<file path="config.mk">
export PLATFORM = sky130hd
export DESIGN_NAME = adc_patgen
export DESIGN_NICKNAME = d
export VERILOG_FILES = /design/src/rtl/adc_patgen.sv
export SDC_FILE = /design/constraint.sdc
export NUM_CORES = 1
export LEC_CHECK = 0
export BUFFER_PORTS_ARGS = -buffer_cell sky130_fd_sc_hd__buf_2
export CAP_MARGIN = 20
export CORE_UTILIZATION = 45
export CTS_CLUSTER_DIAMETER = 60
export DETAILED_ROUTE_END_ITERATION = 8
export GPL_ROUTABILITY_DRIVEN = 0
export SLEW_MARGIN = 25
export SYNTH_ARGS = -nofsm -noshare
export SYNTH_HDL_FRONTEND = slang
export SYNTH_SLANG_ARGS = --single-unit
</file>
<file path="constraint.sdc">
create_clock -name clk -period 2.95 [get_ports clk]
set_input_delay 0.1475 -clock clk [delete_from_list [all_inputs] [get_ports clk]]
set_output_delay 0.1475 -clock clk [all_outputs]
set_load 0.01 [all_outputs]
</file>
<file path="src/rtl/adc_patgen.sv">
// rtl/adc_patgen.sv - synthetic ADC test-pattern generator with burst control
module adc_patgen (
  input  logic        clk,
  input  logic        reset,
  input  logic [3:0]  pat_type,
  input  logic [15:0] len,
  input  logic        start,
  input  logic        stop,
  output logic [11:0] data,
  output logic        valid,
  output logic        busy,
  output logic        done
);

  typedef enum logic [1:0] {
    ST_IDLE = 2'd0,
    ST_RUN  = 2'd1,
    ST_END  = 2'd2
  } state_t;

  localparam logic [8:0]  PN9_SEED  = 9'h1FF;
  localparam logic [22:0] PN23_SEED = 23'h7FFFFF;

  state_t      state_q, state_d;
  logic [3:0]  type_q, type_d;
  logic [15:0] len_q, len_d;
  logic [15:0] cnt_q, cnt_d;
  logic [11:0] phase_q, phase_d;
  logic [8:0]  pn9_q, pn9_d;
  logic [22:0] pn23_q, pn23_d;
  logic [11:0] data_q, data_d;
  logic        valid_q, valid_d;
  logic        done_q, done_d;

  logic        start_ok;
  logic [3:0]  g_type;
  logic [11:0] g_phase;
  logic [8:0]  g_pn9;
  logic [22:0] g_pn23;
  logic [20:0] pn9_res;
  logic [34:0] pn23_res;
  logic [11:0] gen_word;
  logic        last_word;

  // PN9 (o[n+9] = o[n]^o[n+4]): s[0] is the oldest bit; 12 steps per word,
  // first bit out lands in word[11]. Returns {word, advanced state}.
  function automatic logic [20:0] pn9_adv(input logic [8:0] seed);
    logic [8:0]  s;
    logic [11:0] w;
    s = seed;
    w = 12'h000;
    for (int i = 0; i < 12; i++) begin
      w = {w[10:0], s[0]};
      s = {s[0] ^ s[4], s[8:1]};
    end
    return {w, s};
  endfunction

  // PN23 (o[n+23] = o[n]^o[n+5]), same bit ordering as PN9.
  function automatic logic [34:0] pn23_adv(input logic [22:0] seed);
    logic [22:0] s;
    logic [11:0] w;
    s = seed;
    w = 12'h000;
    for (int i = 0; i < 12; i++) begin
      w = {w[10:0], s[0]};
      s = {s[0] ^ s[5], s[22:1]};
    end
    return {w, s};
  endfunction

  // A start is only taken in IDLE, and stop overrides it there.
  assign start_ok = (state_q == ST_IDLE) && start && !stop;

  // Word generator: on an accepted start it works from freshly latched
  // type, phase 0 and reseeded LFSRs so word 0 leaves on the start edge.
  always_comb begin
    g_type   = start_ok ? pat_type : type_q;
    g_phase  = start_ok ? 12'h000 : phase_q;
    g_pn9    = start_ok ? PN9_SEED : pn9_q;
    g_pn23   = start_ok ? PN23_SEED : pn23_q;
    pn9_res  = pn9_adv(g_pn9);
    pn23_res = pn23_adv(g_pn23);
    gen_word = 12'h000;
    case (g_type)
      4'h0:    gen_word = 12'h000;
      4'h1:    gen_word = 12'hFFF;
      4'h4:    gen_word = g_phase[0] ? 12'h555 : 12'hAAA;
      4'h5:    gen_word = pn23_res[34:23];
      4'h6:    gen_word = pn9_res[20:9];
      4'h7:    gen_word = g_phase[0] ? 12'h000 : 12'hFFF;
      4'h9:    gen_word = 12'hAAA;
      4'hA:    gen_word = 12'h03F;
      4'hC:    gen_word = 12'hA33;
      4'hF:    gen_word = g_phase;
      default: gen_word = 12'h000;
    endcase
  end

  // cnt_q indexes the word currently on data; len 0 never terminates.
  assign last_word = (len_q != 16'h0000) && (cnt_q == (len_q - 16'h0001));

  // Burst FSM: next state, counters and the registered output word.
  always_comb begin
    state_d = state_q;
    type_d  = type_q;
    len_d   = len_q;
    cnt_d   = cnt_q;
    phase_d = phase_q;
    pn9_d   = pn9_q;
    pn23_d  = pn23_q;
    data_d  = 12'h000;
    valid_d = 1'b0;
    done_d  = 1'b0;
    case (state_q)
      ST_IDLE: begin
        if (start_ok) begin
          state_d = ST_RUN;
          type_d  = pat_type;
          len_d   = len;
          cnt_d   = 16'h0000;
          data_d  = gen_word;
          valid_d = 1'b1;
          phase_d = g_phase + 12'h001;
          pn9_d   = pn9_res[8:0];
          pn23_d  = pn23_res[22:0];
        end
      end
      ST_RUN: begin
        if (stop || last_word) begin
          state_d = ST_END;
          done_d  = 1'b1;
        end else begin
          data_d  = gen_word;
          valid_d = 1'b1;
          phase_d = g_phase + 12'h001;
          pn9_d   = pn9_res[8:0];
          pn23_d  = pn23_res[22:0];
          cnt_d   = (cnt_q == 16'hFFFF) ? cnt_q : cnt_q + 16'h0001;
        end
      end
      ST_END: begin
        state_d = ST_IDLE;
      end
      default: begin
        state_d = ST_IDLE;
      end
    endcase
  end

  // State and output registers; reset clears everything and reseeds LFSRs.
  always_ff @(posedge clk or posedge reset) begin
    if (reset) begin
      state_q <= ST_IDLE;
      type_q  <= 4'h0;
      len_q   <= 16'h0000;
      cnt_q   <= 16'h0000;
      phase_q <= 12'h000;
      pn9_q   <= PN9_SEED;
      pn23_q  <= PN23_SEED;
      data_q  <= 12'h000;
      valid_q <= 1'b0;
      done_q  <= 1'b0;
    end else begin
      state_q <= state_d;
      type_q  <= type_d;
      len_q   <= len_d;
      cnt_q   <= cnt_d;
      phase_q <= phase_d;
      pn9_q   <= pn9_d;
      pn23_q  <= pn23_d;
      data_q  <= data_d;
      valid_q <= valid_d;
      done_q  <= done_d;
    end
  end

  assign data  = data_q;
  assign valid = valid_q;
  assign busy  = valid_q;
  assign done  = done_q;

endmodule

</file>
==> reports/metrics.cfg <==
[pwr]
powerDensity_mw_per_mm2=643
pwr-share-clk_pct=27.7
p_total_uw=4030
comb_power_share_pct=26.9
pwr-share-seq_pct=45.4
switching_share_pct=32.7
switchingPower_uw=1320
ir_drop_v=0.000558
intPower_uw=2710
power.leakage_uw=0.00268

[layout]
fillers=1054
diodes=0
fin_util_pct=54.6
nets=650
area_growth_pct=17.3
stdcell_area_mm2=0.00626
drive_above_1_share_pct=21.8

[die]
io_pins=39
fp.coreArea_mm2=0.0115
rows=39
die_w_um=111
start_util_pct=46.5
fp.dieH_um=111
die_area_mm2=0.0123

[global_routing]
grt_pass1_vias=4460
antenna_found_initial=0
grt_overflow=0
grt_pass1_wl_um=22100
grt_max_degree=50
track_usage_pct=22.6

[sta]
finalCritPeriodShare_pct=97.5
maxSlewViolCount=0
finalWorstSetupSlack_ps=72.9
worst_pin_slew_ps=641
setup_violations=0
period_minus_slack_ps=2880
fmax_mhz=348
hold_viol=0
setup_tns_ps=0
fin_skew_ps=5.25
max_slew_margin_pct=57.3

[status]
outcome=finished clean

[setup_path]
cp-start-kind=flop
path_max_fanout=4
required_ps=3170
worstPathArrival_ps=3090
cp-end-kind=flop
r2r_slack_ps=70
crit_type=reg -> reg

[logic_synthesis]
synth-edff-count=0
yosysUniqueCellTypes=61
synth_area_mm2=0.00533
synthMuxAreaShare_pct=6.97
synth_top_family_by_area=simple AND/OR/NAND/NOR gates
synth_area_leaders=dfrtp_1 30%, dfstp_2 16%, mux2i_1 6.8%
yosysWarnings=0
ys_seq_area_share_pct=45.8
async_flop_share_pct=100
synthFlopType=dfrtp_1
avgSynthCellArea_um2=9.52
yosys.area_share.simple_pct=22.2
synthAdderAreaFrac_pct=0.704
synth_seq_cells=96
synth.top_cell.area_share_pct=30.0
syn_nets=587
yosysTopAreaCell=dfrtp_1
synthXorXnorAreaFrac_pct=8.21
syn-instance-count=560
synth_compound_area_share_pct=12.2

[drt]
via_per_inst=5.65
drt_iter0_drc=260
drt-total-wl_um=13100
drt-pass1-iter-count=5
wire_per_inst_um=17.0
drc_errors=0
ant_nets=0
num_vias=4356

[cts]
clock_path_buffers=2
htreeDepth=3
cts_tree=done
cts_made_buffers=9
clock_latency_ps=340
path_clk_slew_ps=70
cts_root_buf=clkbuf_16
cts.sinks=96

[worst_hold_path]
hp-class=in -> reg

[placed_design]
port_buffers=38
post-place-ws_ps=43.8
placed_area_mm2=0.00581
dp_hpwl_um=9050

[job]
drv_cap=0

==> stage by stage <==
step | hold slack [ps] | cells
2_1_floorplan | 253 | 560
3_3_place_gp | 288 | 740
3_5_place_dp | 295 | 740
4_1_cts | 3.02 | 768
5_1_grt | 20.3 | 771
6_report | 17.5 | 771
==> power by group through the flow <==
stage / clock network [uW] / logic [uW] / registers, uW
after floorplan: 0 / 803 / 1760
after global placement: 0 / 1030 / 1840
after detailed placement: 0 / 1050 / 1850
after CTS: 1150 / 1070 / 1830
after global routing: 1200 / 1210 / 1860
final: 1120 / 1080 / 1830
==> per-layer routing <==
layer  wire length, um  global-route usage [%]  vias to the layer above
met5                 0                       0                        -
met4               319                    7.82                        0
met3               567                    5.58                       26
met2              6400                    38.5                      100
met1              5840                    28.0                     2126
li1                  -                       -                     2104
==> registers in the layout, indices dropped and copies added, names as in the netlist <==
name / count
type_q: 4
busy: 1
len_q: 16
cnt_q: 16
data: 12
pn9_q: 9
done: 1
state_q: 2
phase_q: 12
pn23_q: 23
==> final timing paths <==
path	end	depth (start not counted)	from
worst min-delay path	len_q[1]	3	len[1]
max in group asynchronous	pn23_q[7]	4	reset
worst max-delay path	phase_q[6]	9	len_q[0]
worst max register to register	phase_q[6]	9	len_q[0]
worst min register to register	pn23_q[21]	2	pn23_q[21]
min in group asynchronous	cnt_q[8]	3	reset
==> synthesized netlist by cell type, types with 7 or more instances <==
cell and count:
a211oi_1 16, a21oi_1 20, buf_2 8, clkbuf_1 14, dfrtp_1 64, dfstp_2 32
inv_1 14, mux2i_1 36, nand2_1 94, nand2b_1 7, nand3_1 17, nand4_1 9
nor2_1 53, nor3_1 8, o21ai_0 16, xnor2_1 37, xor2_1 13
==> area by class of cell <==
cell class                      instances  area, um^2  share of cell area, %
Multi-Input combinational cell        420        2720                   43.4
Sequential cell                        96        2440                   39.0
Timing Repair Buffer                   81         583                   9.32
Clock buffer                           13         262                   4.18
Tap cell                              143         179                   2.86
Inverter                               15        58.8                  0.940
Clock inverter                          3        15.0                  0.240
==> cell usage in the layout (no fill, tap or decap), types with 5 or more instances in the layout <==
master         instances
a211oi_1              16
a31oi_1                5
a222oi_1               5
nand2_1               94
and3_1                 5
buf_2                 38
xor2_1                13
o21ai_0               16
nor3_1                 8
buf_4                 27
or3_1                  5
inv_1                 11
dfrtp_1               64
nand4_1                9
mux2i_1               36
or4_1                  5
clkbuf_16             10
nand3_1               17
xnor2_1               37
dfstp_2               32
dlygate4sd3_1         13
a21oi_1               20
nand2b_1               7
nor2_1                53
nor4_2                 5
==> logic make-up after synthesis <==
logic type      Yosys count
compound gates           95
simple gates            235
xor+xnor                 50
flops                    96
buf+inv                  44
fa+ha+maj                 3
mux                      37
==> critical path: stages (launching register included) <==
cell,delay [ps]
dfrtp_1,410
or4_4,590
or3_1,320
o311ai_1,110
nor4_2,110
and4_2,280
buf_4,160
or4_1,540
xor2_1,160
nor2_1,50
==> repair_timing <==
item                       CTS  global route
setup endpoints to repair    0            63
hold buffers                12             1
gates resized for setup      0             7
hold endpoints to repair    54             1
buffers inserted             0             2
Power figures use the tool's default switching activity.
